===== config.mk =====
export PLATFORM = sky130hd
export DESIGN_NAME = array8_spst_mult_pipe3
export DESIGN_NICKNAME = d
export VERILOG_FILES = /design/src/rtl/array8_spst_mult_pipe3.sv
export SDC_FILE = /design/constraint.sdc
export NUM_CORES = 1
export LEC_CHECK = 0
export BUFFER_PORTS_ARGS = -buffer_cell sky130_fd_sc_hd__buf_2
export CAP_MARGIN = 10
export CORE_MARGIN = 3
export CORE_UTILIZATION = 50
export CTS_BUF_LIST = sky130_fd_sc_hd__clkbuf_16
export DETAILED_ROUTE_END_ITERATION = 10
export GPL_TIMING_DRIVEN = 1
export PLACE_DENSITY = 0.71
export SLEW_MARGIN = 20
export SYNTH_ARGS = -nofsm -noshare
export SYNTH_HDL_FRONTEND = slang
export SYNTH_SLANG_ARGS = --single-unit

===== constraint.sdc =====
create_clock -name clk -period 4.4 [get_ports clk]
set_input_delay 0.44 -clock clk [delete_from_list [all_inputs] [get_ports clk]]
set_output_delay 0.44 -clock clk [all_outputs]
set_load 0.01 [all_outputs]

===== src/rtl/array8_spst_mult_pipe3.sv =====
// Unsigned 8x8 array multiplier, 3-stage pipeline, one product per clock.
// Define SPST_GATING_EN to gate zero operands and zero upper nibbles.
module array8_spst_mult_pipe3 (
   input  logic        clk,
   input  logic        rst,
   input  logic        en,
   input  logic [7:0]  a_i,
   input  logic [7:0]  b_i,
   output logic [15:0] p_o,
   output logic        valid_o
);

   logic        r_v1;
   logic        r_v2;
   logic        r_v3;
   logic [7:0]  r_a;
   logic [7:0]  r_b;
   logic [11:0] r_lo;
   logic [15:0] r_hi;
   logic [15:0] r_p;
   logic [7:0]  w_am;
   logic [11:0] w_lo;
   logic [15:0] w_hi;

`ifdef SPST_GATING_EN
   logic        r_z;
   logic        r_ah0;
   logic        r_bh0;
   logic        r_hz;
   logic        w_za;
   logic        w_zb;
   logic        w_ah0;
   logic        w_bh0;

   assign w_za  = (a_i == 8'd0);
   assign w_zb  = (b_i == 8'd0);
   assign w_ah0 = (a_i[7:4] == 4'd0);
   assign w_bh0 = (b_i[7:4] == 4'd0);

   // Zero operands freeze the array inputs; zero nibbles freeze upper bits.
   always_ff @(posedge clk or posedge rst) begin
      if (rst) begin
         r_v1  <= 1'b0;
         r_a   <= 8'd0;
         r_b   <= 8'd0;
         r_z   <= 1'b0;
         r_ah0 <= 1'b0;
         r_bh0 <= 1'b0;
      end else begin
         r_v1 <= en;
         if (en) begin
            r_z   <= w_za | w_zb;
            r_ah0 <= w_ah0;
            r_bh0 <= w_bh0;
            if (!(w_za | w_zb)) begin
               r_a[3:0] <= a_i[3:0];
               r_b[3:0] <= b_i[3:0];
               if (!w_ah0) r_a[7:4] <= a_i[7:4];
               if (!w_bh0) r_b[7:4] <= b_i[7:4];
            end
         end
      end
   end

   assign w_am = r_ah0 ? {4'd0, r_a[3:0]} : r_a;
`else
   always_ff @(posedge clk or posedge rst) begin
      if (rst) begin
         r_v1 <= 1'b0;
         r_a  <= 8'd0;
         r_b  <= 8'd0;
      end else begin
         r_v1 <= en;
         if (en) begin
            r_a <= a_i;
            r_b <= b_i;
         end
      end
   end

   assign w_am = r_a;
`endif

   // Partial-product rows summed as two half arrays.
   always_comb begin
      w_lo = 12'd0;
      w_hi = 16'd0;
      for (int i = 0; i < 4; i++) begin
         if (r_b[i]) w_lo = w_lo + ({4'd0, w_am} << i);
      end
      for (int i = 4; i < 8; i++) begin
         if (r_b[i]) w_hi = w_hi + ({8'd0, w_am} << i);
      end
   end

`ifdef SPST_GATING_EN
   always_ff @(posedge clk or posedge rst) begin
      if (rst) begin
         r_v2 <= 1'b0;
         r_lo <= 12'd0;
         r_hi <= 16'd0;
         r_hz <= 1'b0;
      end else begin
         r_v2 <= r_v1;
         if (r_v1) begin
            if (r_z) begin
               r_lo <= 12'd0;
               r_hi <= 16'd0;
               r_hz <= 1'b0;
            end else begin
               r_lo <= w_lo;
               r_hz <= r_bh0;
               if (!r_bh0) r_hi <= w_hi;
            end
         end
      end
   end
`else
   always_ff @(posedge clk or posedge rst) begin
      if (rst) begin
         r_v2 <= 1'b0;
         r_lo <= 12'd0;
         r_hi <= 16'd0;
      end else begin
         r_v2 <= r_v1;
         if (r_v1) begin
            r_lo <= w_lo;
            r_hi <= w_hi;
         end
      end
   end
`endif

   always_ff @(posedge clk or posedge rst) begin
      if (rst) begin
         r_v3 <= 1'b0;
         r_p  <= 16'd0;
      end else begin
         r_v3 <= r_v2;
         if (r_v2) begin
`ifdef SPST_GATING_EN
            r_p <= {4'd0, r_lo} + (r_hz ? 16'd0 : r_hi);
`else
            r_p <= {4'd0, r_lo} + r_hi;
`endif
         end
      end
   end

   assign p_o     = r_p;
   assign valid_o = r_v3;

endmodule


# == Word level (Yosys, flattened, before mapping) ==
# Index checks and enable logic that the tools add are counted.
# classes
addsub,7
muxes,8
# op_table
op,n
$mux 12,4
$mux 16,3
$add 12x16->16,1
$add 16x13->16,1
$add 16x14->16,1
$add 16x15->16,1
$add 12x10->12,1
$add 12x11->12,1
$add 12x9->12,1
$mux 8,1
# word_totals
regBits,63

# == Logic depth before layout (Yosys ltp) ==
# Gate-level depths: netlist of run 1.
# logic_depth
depth_word,7
ltp_mapped,23
ltp_nobuf,22

# == Least setup slack after synthesis of run 1 ==
# Ideal clock, no wire load.
# synth_timing
kind,register to register
start,register r_a[1]
end,register r_lo[8]
period_less_slack_ns,4.445
path_stages_with_launch,21
setup_slack_ns,-0.045
t_arrival_ns,4.308
path_cell_list,dfrtp_1 > and2_1 > ha_1 > inv_1 > fa_1 > nand2b_1 > a21oi_1 > o21a_1 > o221ai_1 > ha_1 > and2_1 > a221o_1 > a21oi_1 > xor2_1 > a211oi_1 > ha_1 > a21oi_1 > nand3_1 > xor2_1 > a222oi_1 > a21oi_1
# synth_via
elab_chain_cells,7
# synth_rtl
item,line_no,text
"start, declared",16,logic [7:0] r_a;
"start signal, assigned",75,r_a <= a_i;
$mux 8,89,"if (r_b[i]) w_lo = w_lo + ({4'd0, w_am} << i);"
$add 12x9->12,89,
$mux 12,89,
$add 12x10->12,89,
$mux 12,89,
$add 12x11->12,89,
$mux 12 *,89,
"end signal, assigned",127,r_lo <= w_lo;
"end, declared",18,logic [11:0] r_lo;
# Mark *: on every way between the ends. The rest lies on a longest branch, timed or not.
# A chain may end at the register's enable or synchronous reset.

# == Worst setup path in the final report of run 1 ==
# layout_timing
start,register r_a[1]
end,register r_hi[14]
# layout_via
elab_chain_cells,7
# layout_rtl
item,line_no,text
$mux 12,92,"if (r_b[i]) w_hi = w_hi + ({8'd0, w_am} << i);"
$add 16x13->16,92,
$mux 16,92,
$add 16x14->16,92,
$mux 16,92,
$add 16x15->16,92,
$mux 16 *,92,
"end signal, assigned",128,r_hi <= w_hi;
"end, declared",19,logic [15:0] r_hi;
# Marks and branches as above.

==> results.txt, run 1 <==
I/O Buffers = 35
Maximum VDD drop = 0.000276 V
GRT Util Overall = 0.249
Proportion of synthesized chip area in sequential cells = 0.281
# diodes = 0
Syn Area/Cell = 8.98 sq um
Fmax achieved = 223 MHz
Pin count of the biggest net entering global routing = 60
Synth area leaders = dfrtp_1 (28%), ha_1 (14%), mux2_2 (6.2%), a21oi_1 (4.6%), nand2_1 (3.5%)
Yosys Warn Count = 0
Sequential share of power = 0.231
Min Hold Slack = 0.310 ns
Post-synth ARST share = 1.00
Die area = 0.0118 sq mm
Drt via density = 5.90
Core Area = 0.0100 sq mm
Layout cell share with drive strength beyond 1 = 0.352
Total Nets Final = 771
Post-synth EDFFs = 0
Power density over the cells = 508 mW/mm^2
Sw Ratio = 0.394
Fin util = 0.688
Proportion of power drawn by combinational gates = 0.561
Max_slew headroom = 0.479
Top post-synthesis cells by count = ha_1 (60), dfrtp_1 (59), nand2_1 (49)
Min-Delay Path Class = in -> reg
Yosys cell types = 66
Drt total wl = 14.8 mm
Fin cells = 823
Initial antenna violation count = 0
Initial core utilization = 0.525
Net Switching = 1.38 mW
Total power = 3.50 mW
Clk Latency, worst-skew pair = 0.34 ns
Fin crit share = 1.02
Arrival time of the worst setup path = 4.70 ns
Final min period = 4.48 ns
Drt first pass iters = 7
Final ANT Viol Nets = 0
Drt wl/cell = 18.0 um
Violated checks = setup timing
Status = complete, but fails checks
Initial drt markers = 327
RSZ-0062 raised after global routing = yes
Synthesis-stage register bit count = 59
Worst-path clk slew = 0.06 ns
Placed Instances = 785
Critical path peak fanout = 4
Synth top area share = 0.281
Max-Cap Viols = 0
Leak = 3.21 nW
Max-slew violations = 0
Vias = 4,853
Clock skew = 0.00541 ns
Cell count after synthesis = 585
Final setup violation count = 1
Ports = 36
Die X = 109 um
Least-Margin Pin Slew = 0.781 ns
Row count = 36
Clock power share = 0.208
Post-synth top flop = dfrtp_1
CP endpoint kind = flip-flop
Max clock buf depth = 2
Vias in the first global route = 4,724
Synthesized area = 0.00525 sq mm
Most common cell in the netlist = ha_1
WP data required = 4.62 ns
Synth area leader = dfrtp_1
Final Hold Viols = 0
Hold bufs inserted after CTS = 0
DIE HEIGHT = 109 um
First-pass GRT wire length = 23.0 mm
Drc violations = 0
FILL cells = 759
Clock Sinks = 59
Overflow after GRT = 0
CTS tree = built
H-Tree Depth = 3
Startpoint types = flip-flop
Net Count, Synth = 671
Int Power = 2.12 mW
Setup WS post-layout = -0.0812 ns
Crit path kind = reg -> reg
CTS Root Cell = clkbuf_16
HPWL Detailed = 10.0 mm
TritonCTS Buffers = 9
Dpl cell area = 0.00590 sq mm
Post-route cell area = 0.00688 sq mm
Gpl congestion = 0.887
Layout area overhead = 30.9%
cell usage in the layout, fill, tap and decap left out, drive strengths merged, types with 3 or more instances in the layout:
cell type  netlist  layout
nand3b           3       3
nor2            35      35
o2bb2ai          5       5
a221oi           3       3
buf              8     110
nand3           14      14
a21o            21      21
a21oi           50      50
o21ai           27      27
and3             4       4
nand2b           5       5
a221o            3       3
a21boi           3       3
clkbuf          13       9
xor2            14      14
or2              4       4
a211oi           5       5
mux2            30      30
a31o             4       4
fa               7       7
dfrtp           59      59
xnor2           21      21
o21bai           3       3
nand2           49      49
nand4            3       3
ha              60      60
or3              5       5
a31oi            9       9
clkinv           1       5
nor2b           12      12
inv             32      32
mux2i           13      13
and2            12      12
o211ai           3       3
o21a             7       7
nor3            11      11
worst max-delay path, cell delays in order, from the launching register on:
cell and delay (ns):
dfrtp_2 0.37, and2_4 0.15, ha_2 0.17, inv_1 0.06, fa_2 0.38, nor2b_4 0.18
o311ai_4 0.15, a31oi_2 0.27, xnor2_1 0.16, a21o_1 0.26, ha_4 0.25, or2_2 0.30
mux2i_1 0.21, a211o_1 0.21, a31oi_4 0.07, ha_4 0.33, nand2_1 0.06, o211ai_1 0.22
o211ai_1 0.15, xnor2_1 0.15, a211o_1 0.25
registers in the layout (all words and copies together) (netlist names):
name	count
r_b	8
r_v1	1
r_v2	1
p_o	16
r_hi	12
r_a	8
valid_o	1
r_lo	12
final timing paths:
path / startpoint / to / slack, ns / cells past startpoint
max: r_a[1]$_DFFE_PP0P_ / r_hi[14]$_DFFE_PP0P_ / -0.08 / 20
min: a_i[3] / r_a[3]$_DFFE_PP0P_ / 0.31 / 3
max reg2reg: r_a[1]$_DFFE_PP0P_ / r_hi[14]$_DFFE_PP0P_ / -0.08 / 20
min reg2reg: r_lo[2]$_DFFE_PP0P_ / r_lo[2]$_DFFE_PP0P_ / 0.50 / 2
max in group asynchronous: rst / r_a[0]$_DFFE_PP0P_ / 3.51 / 3
min in group asynchronous: rst / r_lo[1]$_DFFE_PP0P_ / 0.32 / 3
per-stage QoR:
stage | setup WS, ns | setup TNS (ns)
2_1_floorplan | 0.0518 | 0
6_report | -0.0812 | -0.0812
4_1_cts | -0.00640 | -0.00640
5_1_grt | -0.210 | -0.955
3_3_place_gp | -0.199 | -0.462
3_5_place_dp | -0.230 | -1.10
layout make-up:
type	count	area, sq um	share of cell area
Clock buffer	9	225	0.0328
Clock inverter	7	77.6	0.0113
Inverter	33	128	0.0186
Multi-Input combinational cell	472	4060	0.590
Sequential cell	59	1480	0.215
Tap cell	133	166	0.0242
Timing Repair Buffer	110	742	0.108
metal layers:
metal,up-vias,track usage,share of wire
met1,2336,0.335,0.44
li1,2336,-,-
met4,0,0.0685,0.021
met5,-,0,0
met3,31,0.0519,0.054
met2,150,0.405,0.48
timing repair:
item / 4_1_cts / 5_1_grt
pin swaps: 9 / 49
setup buffers: 6 / 16
gates resized for setup: 27 / 64
gates cloned: 0 / 0
endpoints found under the setup margin: 8 / 10
power groups by stage:
| stage | clock (mW) | sequential, mW | combinational (mW) |
|---|---|---|---|
| global placement | 0 | 0.806 | 1.59 |
| CTS | 0.736 | 0.807 | 1.73 |
| detailed placement | 0 | 0.814 | 1.65 |
| finish | 0.725 | 0.808 | 1.96 |
| floorplan | 0 | 0.813 | 1.17 |
| global route | 0.761 | 0.828 | 2.15 |
logic make-up after synthesis:
group | count (synthesis) | share of synthesized area
simple gates | 160 | 0.146
buf+inv | 54 | 0.0412
mux | 43 | 0.0898
fa+ha+maj | 67 | 0.170
flops | 59 | 0.281
xor+xnor | 35 | 0.0583
compound gates | 167 | 0.214
Power figures use the tool's default switching activity.
==> inputs of run 2 (changes only) <==
REMOVE_ABC_BUFFERS = 1   (was not set)
==> run 2 against run 1 <==
Compared with the run above: utilization fell by 0.95 points; final cell count is the same; the flow still finishes with violations (setup timing); non-clock buffer count stayed put; clock skew decreased by 0.00073 ns; global-route usage decreased by 1.0 points; setup slack better by 0.0072 ns; critical path type unchanged; first-iteration DRC count is 3.1% higher; critical endpoint unchanged; sequential power is 2% higher; critical path depth did not move; combinational power is essentially flat; cell area fell by 1.4%.
==> results.txt, run 2 (synthesized netlist as in run 1, its figures left out) <==
Status = complete, but fails checks
Violated checks = setup timing
Vias = 4,799 (-1.1%)
First-pass GRT wire length = 22.2 mm (-3.7%)
TritonCTS Buffers = 9 (unchanged)
Gpl congestion = 0.876 (-1.3%)
DIE HEIGHT = 109 um (unchanged)
Max clock buf depth = 2 (unchanged)
Fin crit share = 1.02 (-0.00164)
Final min period = 4.47 ns (-0.00721 ns)
Total Nets Final = 771 (unchanged)
Critical path peak fanout = 4 (unchanged)
Worst-path clk slew = 0.05 ns (about the same)
Clock Sinks = 59 (unchanged)
Placed Instances = 788 (+0.38%)
Drt wl/cell = 17.8 um (-0.94%)
Pin count of the biggest net entering global routing = 60 (unchanged)
Initial drt markers = 337 (+3.1%)
Drt first pass iters = 6 (-1)
Most frequent cell on the critical path = ha_1
Drt via density = 5.83 (-1.1%)
Crit path kind = reg -> reg
Arrival time of the worst setup path = 4.68 ns (-0.02 ns)
Hold bufs inserted after CTS = 0 (unchanged)
Total power = 3.46 mW (-0.94%)
Min Hold Slack = 0.323 ns (+0.0135 ns)
Min-Delay Path Class = in -> async
Max-Cap Viols = 0 (unchanged)
Ports = 36 (unchanged)
Initial core utilization = 0.525 (unchanged)
Final ANT Viol Nets = 0 (unchanged)
Max-slew violations = 0 (unchanged)
CTS tree = built
Power density over the cells = 511 mW/mm^2 (+0.45%)
CP max stage cell = dfrtp_1
Clk Latency, worst-skew pair = 0.32 ns (-0.02 ns)
Commonest non-fill, non-tap cell in the layout = buf_4
Fmax achieved = 224 MHz (+0.16%)
I/O Buffers = 35 (unchanged)
Core Area = 0.0100 sq mm (unchanged)
Reg2Reg Depth = 20 (unchanged)
Overflow after GRT = 0 (unchanged)
Fin cells = 823 (unchanged)
Final setup violation count = 3 (+2)
Row count = 36 (unchanged)
RSZ-0062 raised after global routing = yes
Leading cell types in the layout, fill and taps excluded = buf_4 (74), dfrtp_1 (59), ha_1 (47), nand2_1 (46)
CTS Root Cell = clkbuf_16
WP data required = 4.61 ns (about the same)
Setup WS post-layout = -0.0740 ns (+0.00721 ns)
# diodes = 0 (unchanged)
Initial antenna violation count = 0 (unchanged)
Maximum VDD drop = 0.000287 V (+4.1%)
GRT Util Overall = 0.239 (-0.0101)
CP endpoint kind = flip-flop
Drc violations = 0 (unchanged)
Place WS = -0.345 ns (-0.115 ns)
Layout area overhead = 29.1%
Final Hold Viols = 0 (unchanged)
Drt total wl = 14.7 mm (-0.94%)
HPWL Detailed = 10.2 mm (+1.8%)
Die X = 109 um (unchanged)
Fin util = 0.678 (-0.00951)
Vias in the first global route = 4,650 (-1.6%)
H-Tree Depth = 3 (unchanged)
Max_slew headroom = 0.464 (-0.0155)
Least-Margin Pin Slew = 0.804 ns (+0.0232 ns)
Clock skew = 0.00469 ns (-0.000726 ns)
Layout cell share with drive strength beyond 1 = 0.338 (-0.0145)
Startpoint types = flip-flop
Number of flip-flops in the largest register = 16 (unchanged)
Crit-path cells = and2_4 > ha_1 > inv_1 > fa_2 > nor2b_4 > o21ai_1 > a21o_1 > a31oi_4 > ha_1 > a21oi_1 > o21ai_2 > mux2i_1 > a211o_1 > a31oi_2 > ha_1 > a21oi_2 > o211ai_1 > o211ai_1 > xnor2_1 > a211o_1
Leak = 3.22 nW (+0.45%)
FILL cells = 755 (-0.53%)
CP max stage delay = 0.41 ns (+0.03 ns)
Die area = 0.0118 sq mm (unchanged)
## run 2: metal layers
| layer | wire length [um] | up-vias | GRT usage |
|---|---|---|---|
| met5 | 0 | - | 0 |
| met3 | 599 | 18 | 0.0424 |
| met1 | 6590 | 2329 | 0.317 |
| met4 | 205 | 0 | 0.0848 |
| li1 | - | 2327 | - |
| met2 | 7260 | 125 | 0.391 |
## run 2: path summary, 6_finish.rpt
kind,from,endpoint,slack (ns)
hold / removal,rst,r_lo[3]$_DFFE_PP0P_,0.32
setup / recovery,r_b[4]$_DFFE_PP0P_,r_hi[14]$_DFFE_PP0P_,-0.07
max in group asynchronous,rst,r_a[5]$_DFFE_PP0P_,3.59
setup reg to reg,r_b[4]$_DFFE_PP0P_,r_hi[14]$_DFFE_PP0P_,-0.07
min in group clk,b_i[1],r_b[1]$_DFFE_PP0P_,0.33
hold reg to reg,p_o[10]$_DFFE_PP0P_,p_o[10]$_DFFE_PP0P_,0.50
## run 2: worst max-delay path, delay by kind of cell, from the launching register on
family | cells | cell delay (ns)
AO/OA/AOI/OAI | 11 | 2.13
XOR/XNOR | 1 | 0.11
adder cells (fa/ha/maj) | 4 | 1.13
buffers and inverters | 1 | 0.06
flip-flops | 1 | 0.41
multiplexers | 1 | 0.16
AND/OR/NAND/NOR | 2 | 0.36
## run 2: per-stage QoR
stage                     instance area [sq um]  TNS, ns
final                                      6780  -0.0962
after global routing                       6780    -1.14
after floorplan                            5160  -0.0858
after detailed placement                   5920    -1.49
after global placement                     5920   -0.328
after CTS                                  6410        0
## run 2: final cells by class
cell class                 instances  area (sq um)  area share
clock inverter                     7          67.6     0.00996
timing repair buffer             110           742       0.109
tap                              133           166      0.0245
sequential                        59          1480       0.218
inverter                          33           124      0.0183
multi-input combinational        472          3980       0.587
clock buffer                       9           225      0.0332
## run 2: power by group
group          switching (mW)  internal (mW)
logic                   0.971          0.988
registers               0.130          0.691
clock network           0.248          0.435
total                    1.35           2.11
## run 2: timing repair
action                                  in CTS  in global routing
buffers inserted                             3                 16
pin swaps                                   10                 43
gates resized for setup                     34                 50
endpoints found under the setup margin       8                 11
